===== src/rtl/drv_btn_multi_if.sv =====
// Handshake-free signal bundle between the button driver and its user.
//   en_i    : debounce/repeat tick enable
//   mode_i  : 00 rise, 01 fall, 10 both edges, 11 rise + auto-repeat
//   btn_i   : raw asynchronous button inputs, one bit per channel
//   level_o : debounced level per channel
//   pulse_o : one-clock event pulse per channel
//   any_o   : OR of all pulse bits, aligned with pulse_o
// master drives the inputs (control logic / bench); slave is the driver.
interface drv_btn_multi_if #(
    parameter int N_CH = 4
);
    logic            en_i;
    logic [1:0]      mode_i;
    logic [N_CH-1:0] btn_i;
    logic [N_CH-1:0] level_o;
    logic [N_CH-1:0] pulse_o;
    logic            any_o;

    modport master (
        output en_i, mode_i, btn_i,
        input  level_o, pulse_o, any_o
    );

    modport slave (
        input  en_i, mode_i, btn_i,
        output level_o, pulse_o, any_o
    );
endinterface


===== src/rtl/drv_btn_multi.sv =====
// Multi-channel push-button driver.
// Each channel: SYNC_STAGES synchroniser, tick-gated counter debounce,
// mode-selected edge pulse and optional auto-repeat (mode 11).
// Ports:
//   clk_i : system clock, rising edge
//   rst_i : synchronous reset, active low
//   bus   : drv_btn_multi_if.slave (en_i, mode_i, btn_i, level_o, pulse_o, any_o)

// One button channel.
module drv_btn_ch #(
    parameter int SYNC_STAGES = 2,
    parameter int CNT_W       = 16,
    parameter int DB_CNT      = 16,
    parameter int REP_DLY     = 500,
    parameter int REP_PER     = 100
) (
    input  logic       clk_i,
    input  logic       rst_i,
    input  logic       en_i,
    input  logic [1:0] mode_i,
    input  logic       btn_i,
    output logic       level_o,
    output logic       pulse_o,
    output logic       pulse_nxt_o   // next-cycle pulse, lets the top register any_o aligned
);
    typedef enum logic {FIRST, REPEAT} phase_t;

    localparam logic [CNT_W-1:0] DB_LIM  = CNT_W'(DB_CNT - 1);
    localparam logic [CNT_W-1:0] DLY_LIM = CNT_W'(REP_DLY - 1);
    localparam logic [CNT_W-1:0] PER_LIM = CNT_W'(REP_PER - 1);

    logic [SYNC_STAGES-1:0] sync_q, sync_nxt;
    logic                   lvl_q, lvl_nxt;
    logic [CNT_W-1:0]       cnt_q, cnt_nxt;
    logic [CNT_W-1:0]       rcnt_q, rcnt_nxt;
    phase_t                 phase_q, phase_nxt;
    logic                   pulse_q, pulse_nxt;
    logic                   s;
    logic                   accept;
    logic [CNT_W-1:0]       rep_lim;

    always_ff @(posedge clk_i) begin
        if (!rst_i) begin
            sync_q  <= '0;
            lvl_q   <= 1'b0;
            cnt_q   <= '0;
            rcnt_q  <= '0;
            phase_q <= FIRST;
            pulse_q <= 1'b0;
        end else begin
            sync_q  <= sync_nxt;
            lvl_q   <= lvl_nxt;
            cnt_q   <= cnt_nxt;
            rcnt_q  <= rcnt_nxt;
            phase_q <= phase_nxt;
            pulse_q <= pulse_nxt;
        end
    end

    always_comb begin
        sync_nxt  = {sync_q[SYNC_STAGES-2:0], btn_i};
        s         = sync_q[SYNC_STAGES-1];
        lvl_nxt   = lvl_q;
        cnt_nxt   = cnt_q;
        rcnt_nxt  = rcnt_q;
        phase_nxt = phase_q;
        pulse_nxt = 1'b0;
        accept    = 1'b0;
        rep_lim   = (phase_q == FIRST) ? DLY_LIM : PER_LIM;

        // Debounce: any agreement with the accepted level restarts the run.
        if (s == lvl_q) begin
            cnt_nxt = '0;
        end else if (en_i) begin
            if (cnt_q == DB_LIM) begin
                accept  = 1'b1;
                lvl_nxt = s;
                cnt_nxt = '0;
            end else begin
                cnt_nxt = cnt_q + 1'b1;
            end
        end

        if (accept) begin
            // Rise pulses in 00/10/11, fall pulses in 01/10.
            pulse_nxt = s ? (mode_i != 2'b01) : (mode_i == 2'b01 || mode_i == 2'b10);
            rcnt_nxt  = '0;
            phase_nxt = FIRST;
        end else if (lvl_q && mode_i == 2'b11) begin
            if (en_i) begin
                if (rcnt_q == rep_lim) begin
                    pulse_nxt = 1'b1;
                    rcnt_nxt  = '0;
                    phase_nxt = REPEAT;
                end else begin
                    rcnt_nxt = rcnt_q + 1'b1;
                end
            end
        end else begin
            rcnt_nxt  = '0;
            phase_nxt = FIRST;
        end
    end

    assign level_o     = lvl_q;
    assign pulse_o     = pulse_q;
    assign pulse_nxt_o = pulse_nxt;
endmodule

module drv_btn_multi #(
    parameter int N_CH        = 4,
    parameter int SYNC_STAGES = 2,
    parameter int CNT_W       = 16,
    parameter int DB_CNT      = 16,
    parameter int REP_DLY     = 500,
    parameter int REP_PER     = 100
) (
    input  logic          clk_i,
    input  logic          rst_i,
    drv_btn_multi_if.slave bus
);
    logic [N_CH-1:0] level_w;
    logic [N_CH-1:0] pulse_w;
    logic [N_CH-1:0] pulse_d;
    logic            any_q;

    for (genvar g = 0; g < N_CH; g++) begin : g_ch
        drv_btn_ch #(
            .SYNC_STAGES (SYNC_STAGES),
            .CNT_W       (CNT_W),
            .DB_CNT      (DB_CNT),
            .REP_DLY     (REP_DLY),
            .REP_PER     (REP_PER)
        ) u_ch (
            .clk_i       (clk_i),
            .rst_i       (rst_i),
            .en_i        (bus.en_i),
            .mode_i      (bus.mode_i),
            .btn_i       (bus.btn_i[g]),
            .level_o     (level_w[g]),
            .pulse_o     (pulse_w[g]),
            .pulse_nxt_o (pulse_d[g])
        );
    end

    // Built from the next-state pulses so any_o lands in the same cycle as pulse_o.
    always_ff @(posedge clk_i) begin
        if (!rst_i) any_q <= 1'b0;
        else        any_q <= |pulse_d;
    end

    assign bus.level_o = level_w;
    assign bus.pulse_o = pulse_w;
    assign bus.any_o   = any_q;
endmodule


===== src/flat_wrapper.sv =====
// flat-port wrapper written by rule: the top's interface ports become plain ports
module drv_btn_multi_flat 
#(
    parameter int N_CH        = 4,
    parameter int SYNC_STAGES = 2,
    parameter int CNT_W       = 16,
    parameter int DB_CNT      = 16,
    parameter int REP_DLY     = 500,
    parameter int REP_PER     = 100
)
  (clk_i, rst_i, bus_en_i, bus_mode_i, bus_btn_i, bus_level_o, bus_pulse_o, bus_any_o);
  drv_btn_multi_if #(.N_CH(N_CH)) bus_i ();
  input  logic clk_i;
  input  logic rst_i;
  input wire logic [$bits(bus_i.en_i)-1:0] bus_en_i;
  input wire logic [$bits(bus_i.mode_i)-1:0] bus_mode_i;
  input wire logic [$bits(bus_i.btn_i)-1:0] bus_btn_i;
  output wire logic [$bits(bus_i.level_o)-1:0] bus_level_o;
  output wire logic [$bits(bus_i.pulse_o)-1:0] bus_pulse_o;
  output wire logic [$bits(bus_i.any_o)-1:0] bus_any_o;
  assign bus_i.en_i = bus_en_i;
  assign bus_i.mode_i = bus_mode_i;
  assign bus_i.btn_i = bus_btn_i;
  assign bus_level_o = bus_i.level_o;
  assign bus_pulse_o = bus_i.pulse_o;
  assign bus_any_o = bus_i.any_o;
  drv_btn_multi #(.N_CH(N_CH), .SYNC_STAGES(SYNC_STAGES), .CNT_W(CNT_W), .DB_CNT(DB_CNT), .REP_DLY(REP_DLY), .REP_PER(REP_PER)) u_core (.clk_i(clk_i), .rst_i(rst_i), .bus(bus_i));
endmodule

===== config.mk =====
export PLATFORM = sky130hd
export DESIGN_NAME = drv_btn_multi_flat
export DESIGN_NICKNAME = d
export VERILOG_FILES = /design/src/rtl/drv_btn_multi_if.sv /design/src/rtl/drv_btn_multi.sv /design/src/flat_wrapper.sv
export SDC_FILE = /design/constraint.sdc
export NUM_CORES = 1
export LEC_CHECK = 0
export ABC_AREA = 0
export CAP_MARGIN = 20
export CORE_ASPECT_RATIO = 1.25
export CORE_MARGIN = 1
export CORE_UTILIZATION = 55
export DETAILED_ROUTE_END_ITERATION = 7
export PLACE_DENSITY = 0.81
export SYNTH_ARGS = -nofsm -noshare
export SYNTH_HDL_FRONTEND = slang
export SYNTH_SLANG_ARGS = --single-unit
export TNS_END_PERCENT = 50

===== constraint.sdc =====
create_clock -name clk_i -period 1.9 [get_ports clk_i]
set_clock_uncertainty 0.1 [all_clocks]
set_input_delay 0.57 -clock clk_i [delete_from_list [all_inputs] [get_ports clk_i]]
set_output_delay 0.57 -clock clk_i [all_outputs]
set_load 0.01 [all_outputs]

# After elaboration in Yosys (flattened, before gate mapping)
# Cells that the tools add are included.
word_totals:
  elab_cells: 124
  in_bits: 9
  ff_bits: 149
  out_inout_bits: 9
classes:
  reduce_logical: 22
  eq_ne: 16
  n_addsub: 8
  mux: 44
  bitwise: 9
op_table:
  columns: ["op", "n"]
  rows:
  - ["$add 16x1->16 const B", 8]
  - ["$mux 16", 8]
  - ["$eq 16x4->1 const B", 4]
  - ["$eq 16x9->1", 4]
  - ["$mux 9", 4]
  - ["$mux 1", 32]
  - ["$reduce_and 3->1", 4]
  - ["$reduce_or 3->1", 4]
  - ["$not 1->1", 9]
  - ["$reduce_and 2->1", 4]
  - ["$reduce_or 2->1", 4]
  - ["$eq 1x1->1", 4]
  - ["$eq 2x2->1 const B", 2]
  - ["$logic_and 1x1->1", 4]
  - ["$reduce_or 4->1", 1]
  - ["$eq 2x1->1 const B", 1]
  - ["$ne 2x1->1 const B", 1]
  - ["$logic_or 1x1->1", 1]

# Depth between registers and ports, before layout
# Gate-level depths: netlist of run 1.
depth:
  depth_word: 7
  ltp_mapped: 7
  mapped_depth_nobuf: 6

# Cells and area by module
# From an unflattened synthesis of run 1, not the netlist that was laid out.
unflattened:
  cells_unflattened: 835
  area_unflattened_um2: 7438.4
by_module_without_submodules:
  columns: ["mod", "seq_area_each_um2", "instances", "area_per_inst_um2", "cells_per_inst"]
  rows:
  - ["drv_btn_ch (u_core.g_ch[0].u_ch ...)", 740.7, 3, 1854.3, 208]
  - ["drv_btn_ch (u_core.g_ch[1].u_ch)", 740.7, 1, 1844.3, 209]
  - ["drv_btn_multi", 20.0, 1, 31.3, 2]

# Worst setup path after synthesis of run 1
# OpenSTA, ideal clock, no wires.
synth_path:
  kind: "input to register"
  startpoint: "input bus_en_i"
  endpoint: "register u_core.g_ch[1].u_ch.rcnt_q[12]"
  stages: 7
  t_required_ns: 1.685
  slack_ns: -0.025
  n_path_buf: 2
  setup_time_ns: 0.115
  t_arrival_ns: 1.710
  path_cell_list: "buf_4 -> and4_1 -> nand4_1 -> o2111ai_1 -> a21o_2 -> buf_4 -> nor2_1"
synth_via:
  elab_chain_cells: 3
synth_rtl:
  columns: ["item", "line_no", "rtl"]
  rows:
  - ["start: declaration", "flat_wrapper.sv:15", "input wire logic [$bits(bus_i.en_i)-1:0] bus_en_i;"]
  - ["$mux 1", "drv_btn_multi.sv:74", "end else if (en_i) begin"]
  - ["$mux 1", "drv_btn_multi.sv:72", "if (s == lvl_q) begin"]
  - ["$reduce_or 3->1 (no source line)", null, null]
  - ["end signal: assignment", "drv_btn_multi.sv:54", "rcnt_q <= rcnt_nxt;"]
  - ["end: declaration", "drv_btn_multi.sv:35", "logic [CNT_W-1:0] rcnt_q, rcnt_nxt;"]
# Several ways; a longest one is shown, not always the timed one.
# A chain may end at the register's enable or synchronous reset.

# Final worst setup path of run 1
layout_path:
  startpoint: "register u_core.g_ch[3].u_ch.cnt_q[1]"
  endpoint: "register u_core.any_q (netlist: u_core.bus.any_o)"
layout_via:
  elab_chain_cells: 6
layout_rtl:
  columns: ["item", "line_no", "rtl"]
  rows:
  - ["start: declaration", "drv_btn_multi.sv:34", "logic [CNT_W-1:0] cnt_q, cnt_nxt;"]
  - ["start signal: assignment", "drv_btn_multi.sv:53", "cnt_q <= cnt_nxt;"]
  - ["$eq 16x4->1", "drv_btn_multi.sv:75", "if (cnt_q == DB_LIM) begin"]
  - ["$mux 1", "drv_btn_multi.sv:75", null]
  - ["$mux 1", "drv_btn_multi.sv:74", null]
  - ["$mux 1", "drv_btn_multi.sv:72", null]
  - ["$mux 1", "drv_btn_multi.sv:84", "if (accept) begin"]
  - ["$reduce_or 4->1", "drv_btn_multi.sv:149", "else any_q <= |pulse_d;"]
  - ["end signal: assignment", "drv_btn_multi.sv:149", null]
  - ["end: declaration", "drv_btn_multi.sv:125", "logic any_q;"]
# Every way passes these cells.

==> results of run 1 <==
## metrics by stage
stage                     worst slack, ps  cell area, um2
after global placement             -425.2            7846
after floorplan                    -7.398            6755
after global routing               -92.60            8740
final                              -55.05            8740
after CTS                          -36.29            8544
after detailed placement           -499.3            7846
## flip-flops by register name, indices dropped and copies added (netlist names)
| name | count |
|---|---|
| u_core.bus.any_o | 1 |
| u_core.g_ch.u_ch.cnt_q | 64 |
| u_core.g_ch.u_ch.level_o | 4 |
| u_core.g_ch.u_ch.phase_q | 4 |
| u_core.g_ch.u_ch.pulse_o | 4 |
| u_core.g_ch.u_ch.rcnt_q | 64 |
| u_core.g_ch.u_ch.sync_q | 8 |
## cell families after synthesis
kind of cell	Yosys count	synth area share [%]
compound gates	53	5.251
xor+xnor	115	14.94
fa+ha+maj	10	1.856
buf+inv	38	3.062
flops	149	44.24
mux	8	1.188
simple gates	392	29.47
## power groups by stage
stage	combinational, mW	clock [mW]	sequential [mW]
floorplan	0.0720	0	3.21
global placement	0.148	0	3.21
detailed placement	0.152	0	3.21
CTS	0.154	3.31	3.14
global route	0.168	3.45	3.14
finish	0.158	3.29	3.14
## per-layer routing
| metal | global-route usage, % | part of all wire, % |
|---|---|---|
| met1 | 29.16 | 39 |
| met3 | 5.882 | 3.9 |
| met5 | 0 | 0 |
| met2 | 48.83 | 52 |
| met4 | 16.11 | 4.4 |
## worst max-delay path by stage
stage                                             start                        endpoint  slack [ps]
after floorplan                                bus_en_i  u_core.g_ch[2].u_ch.rcnt_q[14]          -7
after global placement                    bus_mode_i[0]                u_core.bus.any_o        -430
after detailed placement                  bus_mode_i[1]                u_core.bus.any_o        -500
after CTS                 u_core.g_ch[2].u_ch.rcnt_q[1]                u_core.bus.any_o         -40
after global routing       u_core.g_ch[3].u_ch.cnt_q[0]                u_core.bus.any_o         -90
final                      u_core.g_ch[3].u_ch.cnt_q[1]                u_core.bus.any_o         -60
## layout by cell type, fill, tap and decap left out, types with 7 or more instances in the layout
cell           instances
a21oi_1               18
xnor2_1               45
clkbuf_16             17
ha_1                   7
inv_1                  9
mux2i_1                8
dfxtp_1              143
and2_1                12
dlygate4sd2_1         11
nor3_1                15
nand3_1               43
buf_4                110
and3_1                25
buf_12                 7
or3_1                  9
xor2_1                70
nor2_1               148
and4_1                11
nand2_1               47
nand4_1               39
o21ai_0               10
nor4_2                 9
## final cells by class
type / count / area, um2 / share of cell area [%]
multi-input combinational: 579 / 3812 / 43.62
sequential: 149 / 2990 / 34.22
inverter: 10 / 37.54 / 0.4295
clock buffer: 23 / 508.0 / 5.812
clock inverter: 8 / 72.57 / 0.8304
timing repair buffer: 134 / 1117 / 12.78
tap: 161 / 201.4 / 2.305
## timing repair
item / CTS / global route
buffers inserted: 4 / 4
setup endpoints to repair: 74 / 66
cloned: 0 / 1
gates resized for setup: 32 / 24
pin swaps: 7 / 6
==> results.toml, run 1 <==
[worst_setup_path]
r2r_cells = 7
worst-path-buf-inv = 1
slowest_stage = "dfxtp_1"
worst_r2r_endpoint = "u_core.bus.any_o"
path_cells = "ha_1 > and4_4 > nand4_1 > buf_4 > o21ai_0 > o32a_1 > a41oi_2"
cp-start-kind = "flip-flop"
crit_arrival_ps = 2140
worstPathRequired_ps = 2090
rr_startpoint = "u_core.g_ch[3].u_ch.cnt_q[1]"
crit_type = "flip-flop to flip-flop"
path_max_fanout = 4
cpLargestDelayFamily = "compound AO/OA/AOI/OAI gates"
endpoint_kind = "flip-flop"
r2r_slack_ps = -60
cp_slowest_stage_delay_ps = 340
path_depth = 7

[synthesis]
yosysMostFrequentCell = "dfxtp_1"
yosys-top-cells-count = "dfxtp_1 (149), nor2_1 (148), xor2_1 (70), nand2_1 (47), xnor2_1 (45)"
syn_inst = 765
synth_seq_cells = 149
synth.cell_area_um2 = 6743
yosysTopAreaCell = "dfxtp_1"
synth_top_area_share_pct = 44.24
synth_edf_count = 0
synth_area_leaders = "dfxtp_1 (44%), xor2_1 (9.1%), nor2_1 (8.2%), xnor2_1 (5.8%), nand4_1 (3.6%)"
yosys_warnings = 0
synthFlopType = "dfxtp_1"
synth.distinct_cells = 47
ys_seq_area_share_pct = 44.24
synth_fp_nets = 784
async_flop_share_pct = 0
syn_area_per_cell_um2 = 8.814

[power]
irDropWorstVdd_mv = 0.5048
p_leak_nw = 3.261
p_sw_share_pct = 21.03
p_per_area_nw_per_um2 = 753.9
p_sw_mw = 1.385
fin_total_pwr_mw = 6.589
combPwrFrac_pct = 2.4
power_frac_clock_pct = 49.9
power_frac_seq_pct = 47.7
intPower_mw = 5.203

[sta]
fin_crit_sh_pct = 102.9
worst_slew_pin_slew_ps = 417.0
setup-violations-final = 1
hold-worst-slack_ps = 337.6
slew_violations = 0
relSlewSlack_pct = 72.07
rsz0062_at_grt = "yes"
final.setup.tns_ps = -55.05
fmax_mhz = 511.5
post-route-min-period_ps = 1955
setup_slack_ps = -55.05
hold_viol_final = 0

[outcome]
violations = "negative setup slack"
status = "complete, but fails checks"

[placement]
dp_hpwl_mm = 10.96
dp_cells = 1024
io_buffers = 17
place.gp.congestion = 0.8336

[global_routing]
grt_pass1_vias = 6146
grtUsageTotal_pct = 27.33
antenna_found_initial = 0
grt_pass1_wl_mm = 27.50
grt_overflow = 0
grt_max_degree = 17

[floorplanning]
fp.dieH_um = 125.8
io_pins = 18
chipWidth_um = 101.0
initial_utilization_pct = 57.23
fp-row-count = 44
fp.coreArea_um2 = 11780
fp.dieArea_um2 = 12710

[route]
firstDrtPassIters = 5
avgViaCountPerCell = 5.759
ant_nets = 0
drcViolationCount = 0
drt_first_iter_violations = 374
vias = 6128
finalWirelength_mm = 17.29
routedWlPerCell_um = 16.25

[worst_hold_path]
hold_path.startpoint = "u_core.g_ch[1].u_ch.sync_q[0]"
hold_end = "u_core.g_ch[1].u_ch.sync_q[1]"
min_path_type = "flip-flop to flip-flop"
holdPathStages = 1

[clock_network]
ctsHoldBuffers = 0
cts_tree = "yes"
clkTransAtPathRegs_ps = 60
clockBufferDepth = 2
numCtsBuffers = 17
clock_sinks = 149
clk_latency_ps = 430
h-tree-depth = 4
root_buffer = "clkbuf_16"

[run]
maxCapViolCount = 0

[layout]
fin_nets = 910
fillers = 802
layoutNonFillerInstCount = 1064
drive_gt1_share_pct = 21.93
post-route-util_pct = 74.18
area_growth_pct = 29.62
n_antenna_cell = 0
Note: power is estimated with default switching activity, not from simulation.
==> run 2: changes to the inputs <==
--- a/config.mk
+++ b/config.mk
@@ -12,6 +12,7 @@
 export CORE_UTILIZATION = 55
 export DETAILED_ROUTE_END_ITERATION = 7
 export PLACE_DENSITY = 0.81
+export RECOVER_POWER = 25
 export SYNTH_ARGS = -nofsm -noshare
 export SYNTH_HDL_FRONTEND = slang
 export SYNTH_SLANG_ARGS = --single-unit
==> results of run 2 <==
Final layout, timing and power as in run 1 (identical DEF).
==> run 3: changes to the inputs <==
--- a/config.mk
+++ b/config.mk
@@ -5,13 +5,12 @@
 export SDC_FILE = /design/constraint.sdc
 export NUM_CORES = 1
 export LEC_CHECK = 0
-export ABC_AREA = 0
 export CAP_MARGIN = 20
 export CORE_ASPECT_RATIO = 1.25
 export CORE_MARGIN = 1
-export CORE_UTILIZATION = 55
+export CORE_UTILIZATION = 60
 export DETAILED_ROUTE_END_ITERATION = 7
-export PLACE_DENSITY = 0.81
+export PLACE_DENSITY = 0.84
 export RECOVER_POWER = 25
 export SYNTH_ARGS = -nofsm -noshare
 export SYNTH_HDL_FRONTEND = slang
==> constraint.sdc (replaced) <==
create_clock -name clk_i -period 2.25 [get_ports clk_i]
set_clock_uncertainty 0.1 [all_clocks]
set_input_delay 0.675 -clock clk_i [delete_from_list [all_inputs] [get_ports clk_i]]
set_output_delay 0.675 -clock clk_i [all_outputs]
set_load 0.01 [all_outputs]
==> results.toml, run 3 (synthesis results as in run 1) <==
[outcome]
status = "completed"

[floorplanning]
fp.coreArea_um2 = 10770
fp-row-count = 42
chipWidth_um = 96.82
io_pins = 18
fp.dieArea_um2 = 11670
initial_utilization_pct = 62.59
fp.dieH_um = 120.5

[route]
drcViolationCount = 0
firstDrtPassIters = 4
vias = 5641
finalWirelength_mm = 14.34
avgViaCountPerCell = 5.858
routedWlPerCell_um = 14.89
drt_first_iter_violations = 306
ant_nets = 0

[sta]
fmax_mhz = 460.1
relSlewSlack_pct = 56.03
hold_viol_final = 0
fin_crit_sh_pct = 96.60
setup-violations-final = 0
post-route-min-period_ps = 2174
worst_slew_pin_slew_ps = 659.5
rsz0062_at_grt = "no"
slew_violations = 0

[worst_hold_path]
hold_end = "u_core.g_ch[1].u_ch.sync_q[1]"
min_path_type = "flip-flop to flip-flop"
hold_path.startpoint = "u_core.g_ch[1].u_ch.sync_q[0]"
holdPathStages = 1

[clock_network]
clkTransAtPathRegs_ps = 60
clock_sinks = 149
numCtsBuffers = 17
clockBufferDepth = 2
cts_tree = "yes"
clk_latency_ps = 430
h-tree-depth = 4
root_buffer = "clkbuf_16"
ctsHoldBuffers = 0

[global_routing]
grtUsageTotal_pct = 25.86
grt_overflow = 0
grt_pass1_wl_mm = 24.74
grt_pass1_vias = 5629
grt_max_degree = 18
antenna_found_initial = 0

[worst_setup_path]
cp-start-kind = "flip-flop"
r2r_cells = 6
rr_startpoint = "u_core.g_ch[2].u_ch.rcnt_q[0]"
path_max_fanout = 7
cpLargestDelayFamily = "buffers and inverters"
worst-path-buf-inv = 1
endpoint_kind = "output pin"
r2r_slack_ps = 90
path_cells = "clkdlybuf4s50_1"
crit_arrival_ps = 1400
worstPathRequired_ps = 1470
cp_slowest_stage_delay_ps = 580
crit_type = "flip-flop to output pin"
worst_r2r_endpoint = "u_core.bus.any_o"
slowest_stage = "clkdlybuf4s50_1"

[layout]
area_growth_pct = 16.48
post-route-util_pct = 72.90
n_antenna_cell = 0
fin_nets = 837
final_cell_mix = "nor2_1 (148), dfxtp_1 (147), xor2_1 (70)"
layoutNonFillerInstCount = 963
final_common_cell = "nor2_1"
largestRegisters = "u_core.g_ch.u_ch.cnt_q: 64 flops, u_core.g_ch.u_ch.rcnt_q: 64 flops, u_core.g_ch.u_ch.sync_q: 8 flops"
drive_gt1_share_pct = 11.31

[placement]
dp_cells = 931
io_buffers = 17
dp_hpwl_mm = 9.779
place.gp.congestion = 0.8409

[power]
p_per_area_nw_per_um2 = 698.6
irDropWorstVdd_mv = 0.4947
p_leak_nw = 2.731

[run]
maxCapViolCount = 0
## run 3: changes by cell type in the layout (fill, tap and decap cells not counted), sizes merged
cell	change
buf	-78
dlygate4sd2	-9
clkdlybuf4s50	+8
clkbuf	+2
clkinvlp	+2
inv	+2
clkinv	+1
dlygate4sd3	+1
nand2b	-1
## run 3: cell type report
cell class,count,area [um2]
Multi-Input combinational cell,578,3578
Inverter,10,37.54
Fill cell,731,2919
Clock inverter,13,125.1
Clock buffer,19,452.9
Sequential cell,149,2985
Timing Repair Buffer,62,509.2
Tap cell,132,165.2
## run 3: metrics by stage
stage | hold WS (ps) | worst slack (ps) | instance area (um2) | setup TNS, ps | power (mW)
3_5_place_dp | 319.8 | -223.1 | 7305 | -8422 | 2.821
4_1_cts | 333.8 | 72.77 | 7883 | 0 | 5.508
6_report | 333.5 | 76.48 | 7854 | 0 | 5.487
2_1_floorplan | 311.9 | 220.2 | 6743 | 0 | 2.769
5_1_grt | 350.9 | 28.71 | 7854 | 0 | 5.630
3_3_place_gp | 314.2 | -191.3 | 7305 | -4903 | 2.818
## run 3: report_power, final
group | leakage, nW | switching (mW) | internal (mW) | total, mW
registers | 1.20 | 0.00705 | 2.65 | 2.65
clock network | 0.268 | 1.14 | 1.59 | 2.73
logic | 1.26 | 0.0597 | 0.0478 | 0.108
total | 2.73 | 1.21 | 4.28 | 5.49
## run 3: repair_timing
item	CTS	global route
endpoints found under the hold margin	0	0
pin swaps	0	0
cloned	0	0
gates resized for setup	4	5
endpoints found under the setup margin	4	30
setup buffers	0	0
## run 3: worst reg2reg max path, cell delays in order (launching register included)
cell     delay (ps)
dfxtp_1         400
ha_1            230
nor4b_2         240
nand3_1         180
or4b_1          530
o22a_1          230
a41oi_2         170
## run 3: worst max path at each step
stage / slack (ps) / from / cells past startpoint / to
finish: 80 / u_core.g_ch[1].u_ch.level_o / 1 / bus_level_o[1]
global route: 30 / u_core.g_ch[2].u_ch.rcnt_q[0] / 6 / u_core.bus.any_o
CTS: 70 / u_core.g_ch[2].u_ch.rcnt_q[0] / 6 / u_core.bus.any_o
detailed placement: -220 / bus_mode_i[1] / 6 / u_core.bus.any_o
global placement: -190 / bus_mode_i[0] / 6 / u_core.bus.any_o
floorplan: 220 / bus_en_i / 7 / u_core.g_ch[1].u_ch.rcnt_q[12]
## run 3: metal layers
layer / up-vias / share of wire, % / global-route usage (%)
met5: - / 0 / 0
met4: 0 / 2.3 / 12.87
met3: 29 / 4.4 / 5.491
met2: 161 / 51 / 45.99
met1: 2694 / 42 / 29.26
li1: 2757 / - / -
